<file path="src/rtl/cpu_pkg.sv">
// Shared constants and types for the fetch stage: ROM geometry, reset
// fetch address, the {pc, instr} fetch packet and the PC increment helper.
package cpu_pkg;

    localparam int ADDR_W = 8;
    localparam int DATA_W = 32;
    localparam int PKT_W  = ADDR_W + DATA_W;

    localparam logic [ADDR_W-1:0] RESET_PC = 8'h00;

    typedef struct packed {
        logic [ADDR_W-1:0] pc;
        logic [DATA_W-1:0] instr;
    } fetch_pkt_t;

    // Sequential fetch address; wraps modulo 2^ADDR_W with no halt.
    function automatic logic [ADDR_W-1:0] next_pc(input logic [ADDR_W-1:0] pc);
        return pc + 8'h01;
    endfunction

endpackage

</file>
<file path="src/rtl/fetch_skid_fifo.sv">
// Two-entry FIFO of fetch packets that absorbs the ROM's one-cycle read
// latency. Flush wins over push and pop; the head is read straight from
// storage registers so the consumer sees a registered value.
module fetch_skid_fifo
    import cpu_pkg::*;
(
    input  logic       clock,
    input  logic       reset_n,
    input  logic       push,
    input  logic       pop,
    input  logic       flush,
    input  fetch_pkt_t push_pkt,
    output fetch_pkt_t head_pkt,
    output logic [1:0] count
);

    fetch_pkt_t mem_r [2];
    logic       wr_ptr_r;
    logic       rd_ptr_r;
    logic [1:0] count_r;
    logic       do_push_s;
    logic       do_pop_s;

    assign do_push_s = push & ~flush;
    assign do_pop_s  = pop & (count_r != 2'd0) & ~flush;
    assign head_pkt  = mem_r[rd_ptr_r];
    assign count     = count_r;

    // Storage, pointers and occupancy; flush empties the buffer in one edge.
    always_ff @(posedge clock or negedge reset_n) begin
        if (!reset_n) begin
            for (int i = 0; i < 2; i++) begin
                mem_r[i] <= {PKT_W{1'b0}};
            end
            wr_ptr_r <= 1'b0;
            rd_ptr_r <= 1'b0;
            count_r  <= 2'd0;
        end else if (flush) begin
            wr_ptr_r <= 1'b0;
            rd_ptr_r <= 1'b0;
            count_r  <= 2'd0;
        end else begin
            if (do_push_s) begin
                mem_r[wr_ptr_r] <= push_pkt;
                wr_ptr_r        <= ~wr_ptr_r;
            end
            if (do_pop_s) begin
                rd_ptr_r <= ~rd_ptr_r;
            end
            count_r <= count_r + {1'b0, do_push_s} - {1'b0, do_pop_s};
        end
    end

endmodule

</file>
<file path="src/rtl/fetch_skid_fifo_chk.sv">
// Checker for the fetch skid FIFO: a push that is not matched by a pop
// must never land on a full buffer.
module fetch_skid_fifo_chk
    import cpu_pkg::*;
(
    input logic       clock,
    input logic       reset_n,
    input logic       push,
    input logic       pop,
    input logic       flush,
    input logic [1:0] count
);

    logic net_push_s;

    assign net_push_s = push & ~flush & ~(pop & (count != 2'd0));

    no_overflow_a : assert property (
        @(posedge clock) disable iff (!reset_n)
        !(net_push_s && (count == 2'd2))
    ) else $error("fetch_skid_fifo: push into full buffer");

endmodule

</file>
<file path="src/rtl/instr_fetch_unit.sv">
// Fetch stage: owns the PC, issues one synchronous ROM read per cycle when
// the skid buffer has room for its return, and hands {instr, pc} to decode
// over valid/ready. A redirect drops both buffered and in-flight fetches.
module instr_fetch_unit
    import cpu_pkg::*;
(
    input  logic              clock,
    input  logic              reset_n,
    output logic [ADDR_W-1:0] rom_address,
    input  logic [DATA_W-1:0] rom_q,
    output logic              instr_valid,
    input  logic              instr_ready,
    output logic [DATA_W-1:0] instr,
    output logic [ADDR_W-1:0] instr_pc,
    input  logic              redirect_valid,
    input  logic [ADDR_W-1:0] redirect_pc
);

    logic [ADDR_W-1:0] fetch_pc_r;
    logic              inflight_r;
    logic [ADDR_W-1:0] inflight_pc_r;

    logic [1:0]        count_s;
    fetch_pkt_t        head_s;
    fetch_pkt_t        push_pkt_s;
    logic              pop_s;
    logic              push_s;
    logic              issue_s;
    logic [2:0]        occupancy_s;

    assign instr_valid = (count_s != 2'd0);
    assign pop_s       = instr_valid & instr_ready;
    // A return is only kept if no redirect is discarding the stream this edge.
    assign push_s      = inflight_r & ~redirect_valid;
    assign push_pkt_s  = '{pc: inflight_pc_r, instr: rom_q};
    assign rom_address = fetch_pc_r;

    // Slots already claimed after this edge's pop; issue only if one is left
    // for the read that the ROM samples now.
    assign occupancy_s = {1'b0, count_s} + {2'b00, inflight_r} - {2'b00, pop_s};
    assign issue_s     = (occupancy_s < 3'd2);

    // Decode-facing data, zeroed while the buffer is empty.
    always_comb begin
        instr    = {DATA_W{1'b0}};
        instr_pc = {ADDR_W{1'b0}};
        if (instr_valid) begin
            instr    = head_s.instr;
            instr_pc = head_s.pc;
        end else begin
            instr    = {DATA_W{1'b0}};
            instr_pc = {ADDR_W{1'b0}};
        end
    end

    // PC and in-flight tracking; redirect overrides issue in the same edge.
    always_ff @(posedge clock or negedge reset_n) begin
        if (!reset_n) begin
            fetch_pc_r    <= RESET_PC;
            inflight_r    <= 1'b0;
            inflight_pc_r <= {ADDR_W{1'b0}};
        end else if (redirect_valid) begin
            fetch_pc_r    <= redirect_pc;
            inflight_r    <= 1'b0;
        end else if (issue_s) begin
            fetch_pc_r    <= next_pc(fetch_pc_r);
            inflight_r    <= 1'b1;
            inflight_pc_r <= fetch_pc_r;
        end else begin
            inflight_r    <= 1'b0;
        end
    end

    fetch_skid_fifo u_skid (
        .clock    (clock),
        .reset_n  (reset_n),
        .push     (push_s),
        .pop      (pop_s),
        .flush    (redirect_valid),
        .push_pkt (push_pkt_s),
        .head_pkt (head_s),
        .count    (count_s)
    );

    fetch_skid_fifo_chk u_skid_chk (
        .clock   (clock),
        .reset_n (reset_n),
        .push    (push_s),
        .pop     (pop_s),
        .flush   (redirect_valid),
        .count   (count_s)
    );

endmodule

</file>
<file path="config.mk">
export PLATFORM = sky130hd
export DESIGN_NAME = instr_fetch_unit
export DESIGN_NICKNAME = d
export VERILOG_FILES = /design/src/rtl/cpu_pkg.sv /design/src/rtl/fetch_skid_fifo.sv /design/src/rtl/fetch_skid_fifo_chk.sv /design/src/rtl/instr_fetch_unit.sv
export SDC_FILE = /design/constraint.sdc
export NUM_CORES = 1
export LEC_CHECK = 0
export CAP_MARGIN = 20
export CORE_ASPECT_RATIO = 1.5
export CORE_MARGIN = 4
export CORE_UTILIZATION = 30
export DETAILED_ROUTE_END_ITERATION = 6
export HOLD_SLACK_MARGIN = 0.15
export PLACE_DENSITY = 0.47
export SYNTH_ARGS = -nofsm -noshare
export SYNTH_HDL_FRONTEND = slang
export SYNTH_SLANG_ARGS = --single-unit
</file>
<file path="constraint.sdc">
create_clock -name clock -period 3.1 [get_ports clock]
set_input_delay 0.62 -clock clock [delete_from_list [all_inputs] [get_ports clock]]
set_output_delay 0.62 -clock clock [all_outputs]
set_load 0.03 [all_outputs]
</file>
==> impl_metrics.toml, run 1 <==
[placed_design]
detailedPlacementHpwl_um = 7160
portBuffers = 92
gp_congestion = 0.764
placed_area_sq_mm = 0.00593

[final_layout]
syn2layout_area_growth_pct = 32.3
final_common_cell = "dfrtp_1"
final_cell_area_sq_mm = 0.00621
multiInputGateArea_sq_mm = 0.00203
nets = 515
diodes = 0
fill_cells = 1476
regArea_sq_mm = 0.00253
drive_gt1_frac = 0.270
final_cell_mix = "dfrtp_1 (100), clkdlybuf4s50_1 (91), mux2_2 (88), nor2_1 (49), mux2i_1 (40)"

[setup_path]
critical-path-max-stage-delay_ns = 0.70
critPathMaxFanout = 24
required_ns = 2.48
critical_path_arrival_ns = 2.18
critical_path.slowest_cell = "clkdlybuf4s50_1"
crit_path_start_kind = "register"
worstReg2RegStart = "u_skid.count[0]"
ff2ff_path_depth = 9
timing.rr.end = "inflight_pc_r[4]"
crit_type = "register to primary output"
end_kind = "primary output"
path_cells = "buf_12, mux2i_1, nor2_1, clkdlybuf4s50_1"
r2r_slack_ns = 0.58

[run_status]
status = "completed"

[grt]
gr-usage-all-layers = 0.127
grt_max_degree = 82
grt_overflow = 0
grt_pass1_wl_um = 17400
grt_pass1_vias = 3341
antenna_found_initial = 0

[clock_network]
cts_tree = "done"
clk_latency_ns = 0.34
cts_buffers = 9
cts-htree-levels = 3
ctsLongestPathBuffers = 2
cts_resized = 0
clockRootBuffer = "clkbuf_16"
cts_setup_buffers = 0
clk_pin_slew_ns = 0.07
cts_num_sinks = 101
holdBufCountCts = 0

[power_and_ir_drop]
leakage_uw = 0.00253
vdd_drop_max_mv = 0.379
power.density_mw_per_mm2 = 1090

[drt]
firstDrtPassIters = 4
first_iter_violations = 92
via_per_inst = 4.70
drc = 0
ant_nets = 0
wl_per_cell_um = 16.2
vias = 3141
wl_um = 10800

[timing]
whs_ns = 0.160
skew_ns = 0.00611
setup_viol = 0
max_freq_mhz = 357
tightest_slew_ns = 0.479
fin_crit_sh = 0.903
rsz0062_at_grt = "no"
slew_headroom = 0.680
slew_violations = 0
period_minus_slack_ns = 2.80
hold_viol_final = 0
fin_tns_setup_ns = 0

[synth]
ys_seq_area_frac = 0.539
yosysUniqueCellTypes = 40
avgSynthCellArea_sq_um = 12.8
synth_edf_count = 0
ys_seq_elements = 101
postSynth.asyncResetShare = 1.00
syn_inst = 368
syn_area_sq_mm = 0.00469
synth_nets = 417
synth_ff_type = "dfrtp_1"
ys_warn_count = 0

[die]
die_y_um = 161
io_pins = 93
coreArea_sq_mm = 0.0152
die_area_sq_mm = 0.0178
start_util = 0.309
num_rows = 55
die_w_um = 110

[hold_path]
min_path_type = "input pin to async pin"

[run]
drv_cap = 0
[final cells by class]
type | count | share of cell area
Clock buffer | 10 | 0.0369
Timing Repair Buffer | 108 | 0.175
Inverter | 8 | 0.00483
Tap cell | 199 | 0.0401
Multi-Input combinational cell | 238 | 0.327
Sequential cell | 101 | 0.407
Clock inverter | 5 | 0.00846
[layer usage]
layer  vias up  global-route usage  routed length [um]
met5         -                   0                   0
met4         0              0.0605                 251
met3        13              0.0156                 330
met2        54               0.214                5560
met1      1597               0.159                4670
li1       1477                   -                   -
[registers in the layout, summed over array words and instances (netlist names)]
signal           count
rom_address          8
u_skid.wr_ptr_r      1
u_skid.mem_r        80
inflight_r           1
inflight_pc_r        8
u_skid.rd_ptr_r      1
u_skid.count         2
[worst max path at each step]
| stage | from | end | slack [ns] |
|---|---|---|---|
| floorplan | u_skid.count[1] | rom_address[4] | 0.40 |
| global placement | instr_ready | inflight_pc_r[2] | 0.08 |
| detailed placement | instr_ready | inflight_pc_r[6] | 0.05 |
| CTS | u_skid.rd_ptr_r | instr[10] | 0.23 |
| global route | u_skid.rd_ptr_r | instr_pc[7] | 0.15 |
| finish | u_skid.rd_ptr_r | instr[10] | 0.30 |
[stage by stage]
| stage | utilization | cells | setup WS [ns] | power [uW] |
|---|---|---|---|---|
| 3_5_place_dp | 0.390 | 654 | 0.0502 | 5790 |
| 5_1_grt | 0.408 | 669 | 0.150 | 7250 |
| 2_1_floorplan | - | 368 | 0.397 | 4540 |
| 3_3_place_gp | 0.390 | 654 | 0.0792 | 5710 |
| 4_1_cts | 0.408 | 669 | 0.233 | 6910 |
| 6_report | 0.408 | 669 | 0.300 | 6780 |
[kinds of logic after synthesis]
kind of cell / Yosys count / synth area share
DFF: 101 / 0.539
AOI/OAI and AO/OA: 16 / 0.0219
buffers and inverters: 29 / 0.0307
and+or+nand+nor: 84 / 0.0866
adders and majority gates: 5 / 0.0149
xor gates and xnor gates: 5 / 0.0109
muxes: 128 / 0.296
[worst max-delay path, delay by kind of cell, from the launching register on]
kind,cells,cell delay (ns)
buffers and inverters,2,0.97
DFF,1,0.59
and+or+nand+nor,1,0.15
muxes,1,0.11
[power breakdown]
group | switching [uW] | internal (uW)
registers | 413 | 1970
logic | 1650 | 1650
clock network | 474 | 617
total | 2530 | 4240
[synthesized netlist by cell type (2+ instances only)]
cell type / count / area [sq um]
buf_4: 4 / 30.0
xor2_1: 3 / 26.3
nor3b_1: 3 / 22.5
clkbuf_1: 5 / 18.8
inv_1: 7 / 26.3
ha_1: 4 / 50.1
mux2_2: 88 / 991
nor2b_1: 4 / 25.0
o31ai_1: 2 / 15.0
dfrtp_1: 101 / 2530
nor2_1: 50 / 188
nand2_1: 2 / 7.51
a221oi_1: 2 / 17.5
nand3_1: 7 / 35.0
a31oi_1: 4 / 25.0
buf_2: 9 / 45.0
nand4_1: 4 / 25.0
mux2i_1: 40 / 400
or4_1: 3 / 22.5
o21ai_0: 6 / 30.0
Power figures use the tool's default switching activity.
==> run 2, diff against run 1 <==
Settings changed: ABC_AREA set to 1, ABC_CLOCK_PERIOD_IN_PS set to 3100.
==> impl_metrics.toml, run 2 <==
[die]
die_y_um = 160
die_w_um = 109
die_area_sq_mm = 0.0175
io_pins = 93
coreArea_sq_mm = 0.0151
num_rows = 55
start_util = 0.306

[synth]
netlist_top_cells_area = "dfrtp_1 (55%), nand2_1 (17%), o21ai_0 (9.8%)"
yosysTopAreaCell = "dfrtp_1"
synth_edf_count = 0
synth_nets = 623
ys_warn_count = 0
synth.most_common_cell = "nand2_1"
ys_seq_area_frac = 0.545
avgSynthCellArea_sq_um = 8.07
yosys-top-cells-count = "nand2_1 (209), dfrtp_1 (101), o21ai_0 (91), inv_1 (59), a21oi_1 (41)"
syn_area_sq_mm = 0.00463
synth_ff_type = "dfrtp_1"
ys_seq_elements = 101
netlist.area_leader.share = 0.545
yosysUniqueCellTypes = 21
syn_inst = 574
postSynth.asyncResetShare = 1.00

[timing]
fin_tns_setup_ns = 0
slew_violations = 0
setup_viol = 0
period_minus_slack_ns = 2.86
tightest_slew_ns = 0.677
fin_crit_sh = 0.921
rsz0062_at_grt = "no"
skew_ns = 0.00542
slew_headroom = 0.548
hold_viol_final = 0
max_freq_mhz = 350
layout_setup_ws_ns = 0.244

[final_layout]
diodes = 0
final_cell_mix = "nand2_1 (209), dfrtp_1 (100), o21ai_0 (91), clkdlybuf4s50_1 (82), inv_1 (59)"
multiInputGateArea_sq_mm = 0.00172
nets = 705
fill_cells = 1589
final_cell_area_sq_mm = 0.00606
syn2layout_area_growth_pct = 30.9
regArea_sq_mm = 0.00253
largest_register = "u_skid.mem_r"
drive_gt1_frac = 0.0741
stdcell_count = 860
final_common_cell = "nand2_1"
largest_reg_flops = 80

[setup_path]
crit_path_start_kind = "register"
critPathMaxFanout = 40
end_kind = "primary output"
critPathBufInv = 2
critical_path_arrival_ns = 2.24
critical-path-max-stage-delay_ns = 0.72
path_cells = "nor2_4, buf_4, a21oi_1, clkdlybuf4s50_1"
required_ns = 2.48
crit_type = "register to primary output"
cp_top_family = "buffers and inverters"
critical_path.slowest_cell = "clkdlybuf4s50_1"

[power_and_ir_drop]
vdd_drop_max_mv = 0.544
p_int_uw = 3550
netSwitchingPower_uw = 2610
p_clk_frac = 0.170
combPwrFrac = 0.459
power.density_mw_per_mm2 = 1020
leakage_uw = 0.00285
switching_share = 0.423
sequentialPowerShare = 0.371

[placed_design]
place_ws_ns = 0.120
portBuffers = 92
detailedPlacementHpwl_um = 7760
placed_area_sq_mm = 0.00579
gp_congestion = 0.782
dp.cells = 844

[grt]
grt_pass1_vias = 3855
antenna_found_initial = 1
grt_overflow = 0
grt_pass1_wl_um = 19400
gr-usage-all-layers = 0.139
grt_max_degree = 53

[clock_network]
ctsLongestPathBuffers = 2
cts_resized = 0
cts_tree = "done"
cts-htree-levels = 3
holdBufCountCts = 0
clk_latency_ns = 0.34
clockRootBuffer = "clkbuf_16"
cts_buffers = 9
clk_pin_slew_ns = 0.07
cts_num_sinks = 101
cts_setup_buffers = 0

[hold_path]
min_path_type = "input pin to async pin"

[run_status]
status = "completed"

[drt]
wl_um = 11700
vias = 3914
via_per_inst = 4.55
met2_length_um = 5560
met1_length_um = 5320
drc = 0
first_iter_violations = 201
route.met3.wl_um = 553
ant_nets = 0
top_layer = "met5"
firstDrtPassIters = 5
wl_per_cell_um = 13.6

[run]
drv_cap = 0
run 2: cells by family after synthesis:
family	share of synthesized area
buffers and inverters	0.0842
XOR/XNOR	0.00567
AO/OA/AOI/OAI	0.143
flip-flops	0.545
AND/OR/NAND/NOR	0.207
adder cells (fa/ha/maj)	0.0151
run 2: through the flow:
stage | hold slack [ns] | utilization | power [uW]
2_1_floorplan | 0.324 | - | 4120
5_1_grt | 0.357 | 0.401 | 6690
6_report | 0.297 | 0.401 | 6160
4_1_cts | 0.318 | 0.401 | 6260
3_5_place_dp | 0.472 | 0.382 | 5190
3_3_place_gp | 0.466 | 0.382 | 5120
run 2: path summary, 6_finish.rpt:
path / from / end / slack [ns] / depth (start not counted)
min in group clock: u_skid.mem_r[60] / u_skid.mem_r[60] / 0.48 / 2
worst max-delay path: u_skid.count[1] / instr_pc[4] / 0.24 / 4
worst min-delay path: reset_n / rom_address[1] / 0.30 / 1
worst max register to register: u_skid.count[1] / inflight_pc_r[4] / 0.48 / 12
max in group asynchronous: reset_n / u_skid.mem_r[11] / 2.09 / 2
worst min register to register: u_skid.mem_r[60] / u_skid.mem_r[60] / 0.48 / 2
run 2: layer usage:
layer  global-route usage  up-vias
li1                     -     1963
met1                0.185     1846
met2                0.221       88
met3               0.0271       15
met4               0.0562        2
met5                    0        -
run 2: final cells by class:
cell class	instances	share of cell area
multi-input cells	379	0.284
clock inverters	7	0.00846
well taps	199	0.0411
clock buffers	9	0.0371
inverters	62	0.0384
flip-flops and latches	101	0.417
repair buffers	103	0.174
run 2: power groups by stage:
stage / clock (uW) / combinational [uW] / sequential [uW]
after global placement: 0 / 2830 / 2290
after global routing: 1130 / 3190 / 2370
after detailed placement: 0 / 2880 / 2310
after floorplan: 0 / 1800 / 2310
final: 1050 / 2830 / 2290
after CTS: 1090 / 2890 / 2290
==> run 3, diff against run 2 <==
Settings changed: CTS_BUF_LIST set to sky130_fd_sc_hd__clkbuf_4 sky130_fd_sc_hd__clkbuf_8.
==> impl_metrics.toml, run 3 (synthesis gave the netlist of run 2 again) <==
[setup_path]
path_depth = 4
critPathMaxFanout = 40
critPathBufInv = 2
required_ns = 2.48
path_cells = "nor2_4, buf_4, a21oi_1, clkdlybuf4s50_1"
r2r_slack_ns = 0.48
worstReg2RegStart = "u_skid.count[1]"
timing.rr.end = "rom_address[6]"
cp-endpoint = "instr_pc[4]"
ff2ff_path_depth = 12
critical_path.slowest_cell = "clkdlybuf4s50_1"
cp_top_family = "buffers and inverters"
critical_path_arrival_ns = 2.27
crit_type = "register to primary output"
crit_path_start_kind = "register"
crit_start = "u_skid.count[1]"
critical-path-max-stage-delay_ns = 0.72
end_kind = "primary output"

[final_layout]
final_cell_area_sq_mm = 0.00596
fin_util = 0.394
final_cell_mix = "nand2_1 (209), dfrtp_1 (100), o21ai_0 (91), clkdlybuf4s50_1 (82), inv_1 (59)"
largest_reg_flops = 80
largest_register = "u_skid.mem_r"
drive_gt1_frac = 0.0741
syn2layout_area_growth_pct = 28.7
nets = 705
fill_cells = 1600
diodes = 0
regArea_sq_mm = 0.00253
final_common_cell = "nand2_1"
multiInputGateArea_sq_mm = 0.00172

[die]
die_area_sq_mm = 0.0175
coreArea_sq_mm = 0.0151
num_rows = 55
start_util = 0.306
io_pins = 93
die_y_um = 160
die_w_um = 109

[run]
drv_cap = 0

[grt]
gr-usage-all-layers = 0.139
grt_util_met1 = 0.186
grt_pass1_wl_um = 19400
busiest_layer = "met2"
use_met3 = 0.0307
grt_max_degree = 53
antenna_found_initial = 1
grt_pass1_vias = 3852
grt_use_met2 = 0.220
grt_overflow = 0

[drt]
ant_nets = 0
wl_per_cell_um = 13.5
drc = 0
via_per_inst = 4.49
first_iter_violations = 176
firstDrtPassIters = 5
vias = 3861
wl_um = 11600

[placed_design]
gp_congestion = 0.782
detailedPlacementHpwl_um = 7760
portBuffers = 92
placed_area_sq_mm = 0.00579

[timing]
fin_crit_sh = 0.932
setup_viol = 0
rsz0062_at_grt = "no"
period_minus_slack_ns = 2.89
tightest_slew_ns = 0.676
fin_tns_setup_ns = 0
max_freq_mhz = 346
hold_viol_final = 0
skew_ns = 0.00624
slew_violations = 0
slew_headroom = 0.549

[clock_network]
clk_pin_slew_ns = 0.10
holdBufCountCts = 0
cts_buffers = 9
cts_setup_buffers = 0
ctsLongestPathBuffers = 2
clk_latency_ns = 0.36
cts_tree = "done"
cts_resized = 0
cts-htree-levels = 3
cts_num_sinks = 101
clockRootBuffer = "clkbuf_8"

[power_and_ir_drop]
p_total_uw = 5870
leakage_uw = 0.00280
power.density_mw_per_mm2 = 984
vdd_drop_max_mv = 0.534

[run_status]
status = "completed"

[hold_path]
min_path_type = "input pin to async pin"
[run 3: cell counts in the layout (fill, tap and decap cells not counted)]
Identical to the previous run, type by type.
[run 3: layer usage]
layer	share of wire	up-vias	wire length, um
li1	-	1956	-
met1	0.46	1801	5350
met2	0.47	88	5510
met3	0.048	14	561
met4	0.016	2	191
met5	0.0010	-	12
[run 3: where the power goes]
group          internal (uW)  switching (uW)  leakage [uW]
Combinational           1080            1740       0.00145
Clock                    293             471     0.0000739
Sequential              1920             362       0.00127
[run 3: worst min-delay path by stage]
stage	endpoint	depth (start not counted)
after global placement	u_skid.mem_r[40]	2
final	rom_address[1]	1
after CTS	rom_address[1]	1
after floorplan	inflight_pc_r[0]	0
after global routing	rom_address[1]	1
after detailed placement	u_skid.mem_r[30]	2
[run 3: stage by stage]
stage / setup slack, ns / hold slack (ns) / instances
global placement: 0.154 / 0.466 / 844
CTS: 0.168 / 0.278 / 860
finish: 0.211 / 0.266 / 860
floorplan: 0.404 / 0.324 / 574
detailed placement: 0.120 / 0.472 / 844
global route: 0.0655 / 0.313 / 860
[run 3: cell type report]
cell class,instances,share of cell area
flip-flops and latches,101,0.424
clock buffers,9,0.0208
clock inverters,7,0.00860
repair buffers,103,0.177
multi-input cells,379,0.289
well taps,199,0.0418
inverters,62,0.0390
